<file path="config.mk">
export PLATFORM = sky130hd
export DESIGN_NAME = dram_req_scheduler
export DESIGN_NICKNAME = d
export VERILOG_FILES = /design/src/rtl/dram_req_scheduler.sv
export SDC_FILE = /design/constraint.sdc
export NUM_CORES = 1
export LEC_CHECK = 0
export BUFFER_PORTS_ARGS = -buffer_cell sky130_fd_sc_hd__buf_2
export CAP_MARGIN = 30
export CORE_MARGIN = 2
export CORE_UTILIZATION = 43
export DETAILED_ROUTE_END_ITERATION = 8
export GPL_TIMING_DRIVEN = 0
export SKIP_CTS_REPAIR_TIMING = 1
export SYNTH_ARGS = -nofsm -noshare
export SYNTH_HDL_FRONTEND = slang
export SYNTH_SLANG_ARGS = --single-unit
</file>
<file path="constraint.sdc">
create_clock -name clk -period 7.15 [get_ports clk]
set_clock_uncertainty 0.1 [all_clocks]
set_input_delay 0.3575 -clock clk [delete_from_list [all_inputs] [get_ports clk]]
set_output_delay 0.3575 -clock clk [all_outputs]
set_load 0.02 [all_outputs]
</file>
<file path="src/rtl/dram_req_scheduler.sv">
// rtl/dram_req_scheduler.sv - in-order DRAM request scheduler with open-row policy tracking
package dram_defs;
  typedef enum logic [1:0] {NULL = 2'd0, EMPTY = 2'd1, HIT = 2'd2, MISS = 2'd3} dram_policy_t;
endpackage

module dram_req_scheduler #(
  parameter int DEPTH   = 4,
  parameter int ROW_W   = 15,
  parameter int TIMEOUT = 200
) (
  input  logic                    clk,
  input  logic                    rst_n,
  input  logic                    req_valid,
  output logic                    req_ready,
  input  logic [1:0]              req_bg,
  input  logic [1:0]              req_b,
  input  logic [ROW_W-1:0]        req_row,
  input  logic                    precharge_all,
  input  logic                    cmd_done,
  output logic                    en,
  output dram_defs::dram_policy_t POLICY,
  output logic                    different_bg,
  output logic                    different_b,
  output logic                    busy,
  output logic                    timeout_err,
  output logic [15:0]             issued_count
);
  import dram_defs::*;

  localparam int AW = $clog2(DEPTH);
  localparam int CW = $clog2(TIMEOUT + 1);
  localparam int EW = 4 + ROW_W;
  localparam logic [AW:0]   FULL_CNT  = (AW + 1)'(DEPTH);
  localparam logic [CW-1:0] WAIT_LAST = CW'(TIMEOUT - 1);

  typedef enum logic [1:0] {S_IDLE, S_ISSUE, S_WAIT} state_t;
  state_t state_q, state_d;

  logic [EW-1:0]    fifo_mem [DEPTH];
  logic [AW-1:0]    wr_ptr, rd_ptr;
  logic [AW:0]      count;
  logic             push, pop;
  logic [1:0]       head_bg, head_b;
  logic [ROW_W-1:0] head_row;
  logic [3:0]       head_idx, cur_idx;
  dram_policy_t     head_policy;

  logic [15:0]      tbl_valid;
  logic [ROW_W-1:0] tbl_row [16];
  logic [1:0]       cur_bg, cur_b, last_bg, last_b;
  logic [ROW_W-1:0] cur_row;
  logic             has_prior;
  logic [CW-1:0]    wait_cnt;
  logic             issue_done, abort, clear_all;

  assign req_ready = (count != FULL_CNT);
  assign push      = req_valid && req_ready;
  assign {head_bg, head_b, head_row} = fifo_mem[rd_ptr];
  assign head_idx  = {head_bg, head_b};
  assign cur_idx   = {cur_bg, cur_b};
  assign busy      = (state_q != S_IDLE);

  always_comb begin
    head_policy = EMPTY;
    if (tbl_valid[head_idx])
      head_policy = (tbl_row[head_idx] == head_row) ? HIT : MISS;
  end

  always_ff @(posedge clk or negedge rst_n) begin
    if (!rst_n) state_q <= S_IDLE;
    else        state_q <= state_d;
  end

  // precharge_all wins over issuing so the table clear never races a pop
  always_comb begin
    state_d    = state_q;
    pop        = 1'b0;
    issue_done = 1'b0;
    abort      = 1'b0;
    clear_all  = 1'b0;
    case (state_q)
      S_IDLE: begin
        if (precharge_all) begin
          clear_all = 1'b1;
        end else if (count != '0) begin
          pop     = 1'b1;
          state_d = S_ISSUE;
        end
      end
      S_ISSUE: begin
        issue_done = 1'b1;
        state_d    = S_WAIT;
      end
      S_WAIT: begin
        if (cmd_done) begin
          state_d = S_IDLE;
        end else if (wait_cnt == WAIT_LAST) begin
          abort   = 1'b1;
          state_d = S_IDLE;
        end
      end
      default: state_d = S_IDLE;
    endcase
  end

  always_ff @(posedge clk) begin
    if (push) fifo_mem[wr_ptr] <= {req_bg, req_b, req_row};
  end

  always_ff @(posedge clk or negedge rst_n) begin
    if (!rst_n) begin
      wr_ptr <= '0;
      rd_ptr <= '0;
      count  <= '0;
    end else begin
      if (push) wr_ptr <= wr_ptr + 1'b1;
      if (pop)  rd_ptr <= rd_ptr + 1'b1;
      case ({push, pop})
        2'b10:   count <= count + 1'b1;
        2'b01:   count <= count - 1'b1;
        default: count <= count;
      endcase
    end
  end

  always_ff @(posedge clk) begin
    if (issue_done) tbl_row[cur_idx] <= cur_row;
  end

  always_ff @(posedge clk or negedge rst_n) begin
    if (!rst_n) begin
      tbl_valid <= '0;
    end else if (clear_all) begin
      tbl_valid <= '0;
    end else if (issue_done) begin
      tbl_valid[cur_idx] <= 1'b1;
    end else if (abort) begin
      tbl_valid[cur_idx] <= 1'b0;
    end
  end

  always_ff @(posedge clk or negedge rst_n) begin
    if (!rst_n) begin
      en           <= 1'b0;
      POLICY       <= NULL;
      different_bg <= 1'b0;
      different_b  <= 1'b0;
      cur_bg       <= '0;
      cur_b        <= '0;
      cur_row      <= '0;
    end else begin
      en <= pop;
      if (pop) begin
        POLICY       <= head_policy;
        different_bg <= !has_prior || (head_bg != last_bg);
        different_b  <= !has_prior || (head_b != last_b);
        cur_bg       <= head_bg;
        cur_b        <= head_b;
        cur_row      <= head_row;
      end else if (state_d == S_IDLE) begin
        POLICY <= NULL;
      end
    end
  end

  // issue bookkeeping lands on the edge leaving ISSUE
  always_ff @(posedge clk or negedge rst_n) begin
    if (!rst_n) begin
      last_bg      <= '0;
      last_b       <= '0;
      has_prior    <= 1'b0;
      issued_count <= '0;
      timeout_err  <= 1'b0;
      wait_cnt     <= '0;
    end else begin
      if (issue_done) begin
        last_bg      <= cur_bg;
        last_b       <= cur_b;
        has_prior    <= 1'b1;
        issued_count <= issued_count + 16'd1;
      end
      if (abort) timeout_err <= 1'b1;
      if (state_q == S_WAIT) wait_cnt <= wait_cnt + 1'b1;
      else                   wait_cnt <= '0;
    end
  end

endmodule

</file>
# After elaboration in Yosys (flattened, before gate mapping)
# Memories as Yosys holds them, arrays and structs flattened.
# Cells that the tools add are included.
[op_classes] n_addsub=6 n_mul=0 n_div=0 n_lt_le_gt_ge=3 eq_ne=9 n_shift=0 n_mux=31 bitwise_logic=3 n_reduce_logical=12
[op_table] op="2-to-1 mux 16 bit" count=3
[op_table] op="adder 16 x 1 -> 16 bit (second input constant)" count=1
[op_table] op="bitwise AND 16 bit" count=1
[op_table] op="2-to-1 mux 1 bit" count=16
[op_table] op="inverter 16 bit" count=1
[op_table] op="bitwise OR 16 bit" count=1
[op_table] op="== test 15 bit" count=1
[op_table] op="2-to-1 mux 2 bit" count=7
[op_table] op="less-than comparator 4 x 5 -> 1 bit (second input constant)" count=2
[op_table] op="adder 8 x 1 -> 8 bit (second input constant)" count=1
[op_table] op="== test 8 bit (second input constant)" count=1
[op_table] op="2-to-1 mux 8 bit" count=1
[op_table] op="one-hot mux 2 bit (3 select lines)" count=1
[op_table] op="one-hot mux 3 bit (2 select lines)" count=1
[op_table] op="nonzero test 2 bit" count=3
[op_table] op="nonzero test 3 bit" count=2
[op_table] op="adder 2 x 1 -> 2 bit (second input constant)" count=2
[op_table] op="binary-select mux 1 bit (select 4 bit)" count=1
[op_table] op="demux 1 bit (select 4 bit)" count=1
[op_table] op="== test 2 x 1 -> 1 bit (second input constant)" count=2
[op_table] op="== test 2 bit (second input constant)" count=2
[op_table] op="greater-or-equal comparator 4 x 1 -> 1 bit (second input constant)" count=1
[op_table] op="logical NOT 2 bit" count=2
[op_table] op="inequality test 2 bit" count=2
[op_table] op="6 further kinds" count=8
[word_totals] ff_bits=79 latchBits=0 ram_bits=316 romBits=0 inputBits=24 output_inout_bits=24 elab_cells=84 n_memories=2
[memory_table] name="tbl_row" depth=16 width=15 read_ports=1 rd_ports_with_merged_regs=0 wr=1 line="49" rtl="logic [ROW_W-1:0] tbl_row [16];"
[memory_table] name="fifo_mem" depth=4 width=19 read_ports=1 rd_ports_with_merged_regs=0 wr=1 line="39" rtl="logic [EW-1:0] fifo_mem [DEPTH];"

# Depth between registers and ports, before layout
[logic_depth] ltp_word=9 depth_mapped=12 depth_no_buf=10

# Least setup slack after synthesis
# Ideal clock, no wire load.
[synth_timing] path_kind="register to register" startpoint="reg rd_ptr[0]" endpoint="reg POLICY[0]" setup_ns=0.124 arrival_ns=2.722 required_ns=6.926 slack_ns=4.204 path_stages_with_launch=12 path_buffers=3 period_less_slack_ns=2.946 path_cell_list="dfrtp_1 > buf_6 > mux4_2 > buf_6 > buf_8 > mux2i_1 > a22oi_2 > o221ai_2 > a2111oi_4 > o21ai_1 > a211o_1 > o31a_1"
[synth_between] elab_chain_cells=6 word_cells_on_any_way=8 cone_classes="eq/ne: 1; mux: 5; memory: 2"
[synth_rtl] item="start: declaration" line="40" rtl="logic [AW-1:0] wr_ptr, rd_ptr;"
[synth_rtl] item="start signal: assignment" line="117" rtl="if (pop) rd_ptr <= rd_ptr + 1'b1;"
[synth_rtl] item="memory read (4 x 19 bit) *"
[synth_rtl] item="memory read (16 x 15 bit)"
[synth_rtl] item="== test 15 bit" line="66" rtl="head_policy = (tbl_row[head_idx] == head_row) ? HIT : MISS;"
[synth_rtl] item="2-to-1 mux 1 bit" line="66"
[synth_rtl] item="2-to-1 mux 2 bit *" line="65" rtl="if (tbl_valid[head_idx])"
[synth_rtl] item="2-to-1 mux 2 bit *" line="153" rtl="if (pop) begin"
[synth_rtl] item="end signal: assignment" line="154" rtl="POLICY <= head_policy;"
[synth_rtl] item="end: declaration" line="21" rtl="output dram_defs::dram_policy_t POLICY,"
# Every way passes the cells marked *; elsewhere a longest branch is shown, timed or not. The select of a mux whose other input is x is not followed.
# A chain may end at the register's enable or synchronous reset.

# Worst setup path after layout
# Same ends and word-level chain as after synthesis.

==> impl_metrics.xml <==
<?xml version="1.0" encoding="UTF-8"?>
<metrics>
  <group name="outcome">
    <metric name="outcome" unit="">finished clean</metric>
  </group>
  <group name="logic_synthesis">
    <metric name="post_synth_top_flop" unit="">sky130_fd_sc_hd__edfxtp_1</metric>
    <metric name="post_synth.cell_area_avg" unit="µm²">15.82</metric>
    <metric name="synth_area" unit="µm²">16390</metric>
    <metric name="yosys_warnings" unit="">0</metric>
    <metric name="synth_cell_type_count" unit="">69</metric>
    <metric name="syn_inst" unit="">1036</metric>
    <metric name="syn-num-nets" unit="">1068</metric>
    <metric name="seq_area_frac_synth" unit="%">69.96</metric>
    <metric name="synth_seq_cells" unit="">395</metric>
    <metric name="edff_count_synth" unit="">316</metric>
    <metric name="postSynth.asyncResetShare" unit="%">20.00</metric>
  </group>
  <group name="grt">
    <metric name="grt_antenna_before_repair" unit="">0</metric>
    <metric name="grt_max_degree" unit="">64</metric>
    <metric name="globalRouteOverflowTotal" unit="">0</metric>
    <metric name="grtUsageTotal" unit="%">19.60</metric>
    <metric name="wire_length_of_the_first_global_routing_pass" unit="µm">56580</metric>
    <metric name="grt_pass1_vias" unit="">8984</metric>
  </group>
  <group name="setup_path">
    <metric name="ff2ff_setup_slack" unit="ns">3.46</metric>
    <metric name="slowest_stage" unit="">sky130_fd_sc_hd__nor2_1</metric>
    <metric name="crit_end_category" unit="">register</metric>
    <metric name="worstPathMaxFanout" unit="">10</metric>
    <metric name="required" unit="ns">7.45</metric>
    <metric name="r2r-start" unit="">rd_ptr[0]</metric>
    <metric name="worst_r2r_endpoint" unit="">POLICY[0]</metric>
    <metric name="worstPathCellList" unit="">buf_6 -&gt; mux4_2 -&gt; buf_6 -&gt; buf_12 -&gt; nor2_1 -&gt; a22oi_1 -&gt; o211ai_1 -&gt; a211oi_1 -&gt; nor4_1 -&gt; o2111ai_1 -&gt; o31a_1</metric>
    <metric name="crit_path_max_incr_delay" unit="ns">0.70</metric>
    <metric name="r2r_cell_count" unit="">11</metric>
    <metric name="element_type_at_the_critical_path_start" unit="">register</metric>
    <metric name="timing.critical_path.buf_inv" unit="">3</metric>
    <metric name="cp_common_cell" unit="">sky130_fd_sc_hd__buf_6</metric>
    <metric name="cp_data_arrival_time" unit="ns">3.99</metric>
    <metric name="worst-setup-path-type" unit="">register to register</metric>
    <metric name="crit_family" unit="">compound AO/OA/AOI/OAI gates</metric>
  </group>
  <group name="timing">
    <metric name="setup-violations-final" unit="">0</metric>
    <metric name="setup-tns-final" unit="ns">0</metric>
    <metric name="hold_viol" unit="">0</metric>
    <metric name="drv_slew" unit="">0</metric>
    <metric name="rsz0062_at_grt" unit="">no</metric>
    <metric name="hold_slack" unit="ns">0.1489</metric>
    <metric name="finalWorstPathRequiredPeriod" unit="ns">3.686</metric>
    <metric name="final_min_period_over_clock_period" unit="%">51.56</metric>
    <metric name="fmax" unit="GHz">0.2713</metric>
    <metric name="slew-limit-headroom" unit="%">36.04</metric>
    <metric name="worst_slew_pin_slew" unit="ns">0.9513</metric>
  </group>
  <group name="finish">
    <metric name="layout-area-overhead-vs-synth" unit="%">14.70</metric>
    <metric name="drive_above_1_share" unit="%">15.14</metric>
    <metric name="most-common-layout-cells" unit="">sky130_fd_sc_hd__edfxtp_1, sky130_fd_sc_hd__mux2i_1, sky130_fd_sc_hd__nand2_1, sky130_fd_sc_hd__dfrtp_1, sky130_fd_sc_hd__buf_2</metric>
    <metric name="insertedDiodeCount" unit="">0</metric>
    <metric name="mostFrequentLayoutCell" unit="">sky130_fd_sc_hd__edfxtp_1</metric>
    <metric name="fin_nets" unit="">1183</metric>
    <metric name="layout.core_utilization" unit="%">50.03</metric>
  </group>
  <group name="floorplanning">
    <metric name="fp.dieW" unit="µm">199.2</metric>
    <metric name="pin_count" unit="">48</metric>
    <metric name="placement_rows" unit="">71</metric>
    <metric name="start_util" unit="%">43.61</metric>
    <metric name="coreArea" unit="µm²">37580</metric>
    <metric name="fp.dieH" unit="µm">199.2</metric>
    <metric name="fp.dieArea" unit="µm²">39690</metric>
  </group>
  <group name="pwr">
    <metric name="peakVddDrop" unit="V">0.0002462</metric>
    <metric name="total_power_per_unit_cell_area" unit="nW/µm²">444.9</metric>
    <metric name="leakagePower" unit="nW">7.128</metric>
    <metric name="power.share.combinational" unit="%">37.3</metric>
    <metric name="power.sequential.fraction" unit="%">39.4</metric>
    <metric name="power_frac_clock" unit="%">23.3</metric>
    <metric name="sw_frac_of_total" unit="%">36.25</metric>
    <metric name="power_report.internal_total" unit="mW">5.332</metric>
    <metric name="p_sw" unit="mW">3.032</metric>
  </group>
  <group name="clocking">
    <metric name="clock_insertion_delay_at_the_later_pin_of_the_skew_report" unit="ns">0.53</metric>
    <metric name="cts_inserted_buffers" unit="">40</metric>
    <metric name="cts-root-buf" unit="">sky130_fd_sc_hd__clkbuf_16</metric>
    <metric name="clkTransAtPathRegs" unit="ns">0.06</metric>
    <metric name="clock_path_buffers" unit="">3</metric>
    <metric name="cts_max_level" unit="">2</metric>
    <metric name="cts.sink_count" unit="">395</metric>
    <metric name="tritoncts" unit="">yes</metric>
  </group>
  <group name="route">
    <metric name="routed_via_density" unit="">5.308</metric>
    <metric name="remaining_antenna_violation_count" unit="">0</metric>
    <metric name="wl_per_cell" unit="µm">22.30</metric>
    <metric name="drt_iter0_markers" unit="">711</metric>
    <metric name="detailroute.via_count" unit="">8986</metric>
    <metric name="first_pass_iters" unit="">5</metric>
    <metric name="detail_route.drc_violations" unit="">0</metric>
    <metric name="routed_wl" unit="µm">37750</metric>
  </group>
  <group name="job">
    <metric name="drv.max_cap_violation_count" unit="">0</metric>
  </group>
  <group name="placed_design">
    <metric name="place.gp.congestion" unit="">0.9212</metric>
    <metric name="io_buffers" unit="">47</metric>
    <metric name="place.detailed.hpwl" unit="µm">25480</metric>
  </group>
  <group name="min_path">
    <metric name="min-delay-path-class" unit="">input port to asynchronous set/reset pin</metric>
  </group>
</metrics>
[per-layer routing]
layer	vias to the layer above	part of all wire [%]	track usage, %
li1	4154	-	-
met1	4516	44	27.18
met2	253	47	31.68
met3	63	5.6	3.241
met4	0	2.8	6.412
met5	-	0	0
[cells by family (layout without fill, tap and decap cells)]
| kind of cell | count (synthesis) | after routing | synth area share (%) |
|---|---|---|---|
| DFF | 395 | 395 | 69.96 |
| and+or+nand+nor | 209 | 209 | 5.711 |
| muxes | 170 | 170 | 12.29 |
| AOI/OAI and AO/OA | 126 | 126 | 5.482 |
| buffers and inverters | 72 | 218 | 2.855 |
| xor gates and xnor gates | 56 | 56 | 3.039 |
| adders and majority gates | 8 | 8 | 0.6566 |
[cell type report]
class,instances,area [µm²]
Buffer,44,362.8
Clock buffer,54,1075
Clock inverter,19,137.6
Fill cell,3158,18780
Inverter,28,105.1
Multi-Input combinational cell,569,4454
Sequential cell,395,11470
Tap cell,511,639.4
Timing Repair Buffer,73,558.0
[worst max-delay path by stage]
stage	start	end	slack, ns	depth (start not counted)
after floorplan	rd_ptr[0]	POLICY[0]	4.20	11
after global placement	rd_ptr[0]	POLICY[0]	3.49	11
after detailed placement	rd_ptr[0]	POLICY[0]	3.43	11
after CTS	rd_ptr[0]	POLICY[0]	3.42	11
after global routing	rd_ptr[0]	POLICY[0]	3.28	11
final	rd_ptr[0]	POLICY[0]	3.46	11
[state kept, by name, summed over array words and instances, names as in the netlist, 3 cells and up]
register,flops
count,3
cur_row,15
issued_count,16
tbl_row,240
wait_cnt,8
fifo_mem,76
tbl_valid,16
[metrics by stage]
step	setup slack, ns	cell area (µm²)	instances	power, mW
2_1_floorplan	4.204	16390	1036	5.347
3_3_place_gp	3.495	17260	1594	6.378
3_5_place_dp	3.429	17390	1600	6.451
4_1_cts	3.417	18600	1673	8.402
6_report	3.464	18800	1693	8.364
5_1_grt	3.282	18800	1693	8.756
[synthesized netlist by cell type (all sizes together), types with 4 or more instances]
cell type,number,share of area (%)
a22o,4,0.21
nand2b,7,0.27
mux2,26,1.8
nand4,6,0.23
a221oi,4,0.25
and3,10,0.38
o21ai,31,0.95
a22oi,16,0.79
xnor2,34,1.9
nand3,16,0.49
a2111oi,4,0.33
buf,27,1.6
clkbuf,17,0.63
a32oi,7,0.42
a21oi,26,0.82
or2,5,0.19
mux4,20,2.9
nor2b,6,0.23
inv,27,0.62
o221ai,6,0.36
o211ai,5,0.26
mux2i,124,7.6
nor2,28,0.69
and2,6,0.23
edfxtp,316,58
xor2,22,1.2
nand2,118,2.7
dfrtp,79,12
a211oi,4,0.18
ha,7,0.53
[power groups by stage]
stage	Clock (mW)	Sequential [mW]	Combinational, mW
after floorplan	0	3.24	2.11
after global placement	0	3.31	3.06
after detailed placement	0	3.33	3.12
after CTS	1.99	3.29	3.13
after global routing	2.07	3.34	3.34
final	1.95	3.29	3.12
No activity file was read; power rests on OpenSTA's default activity.
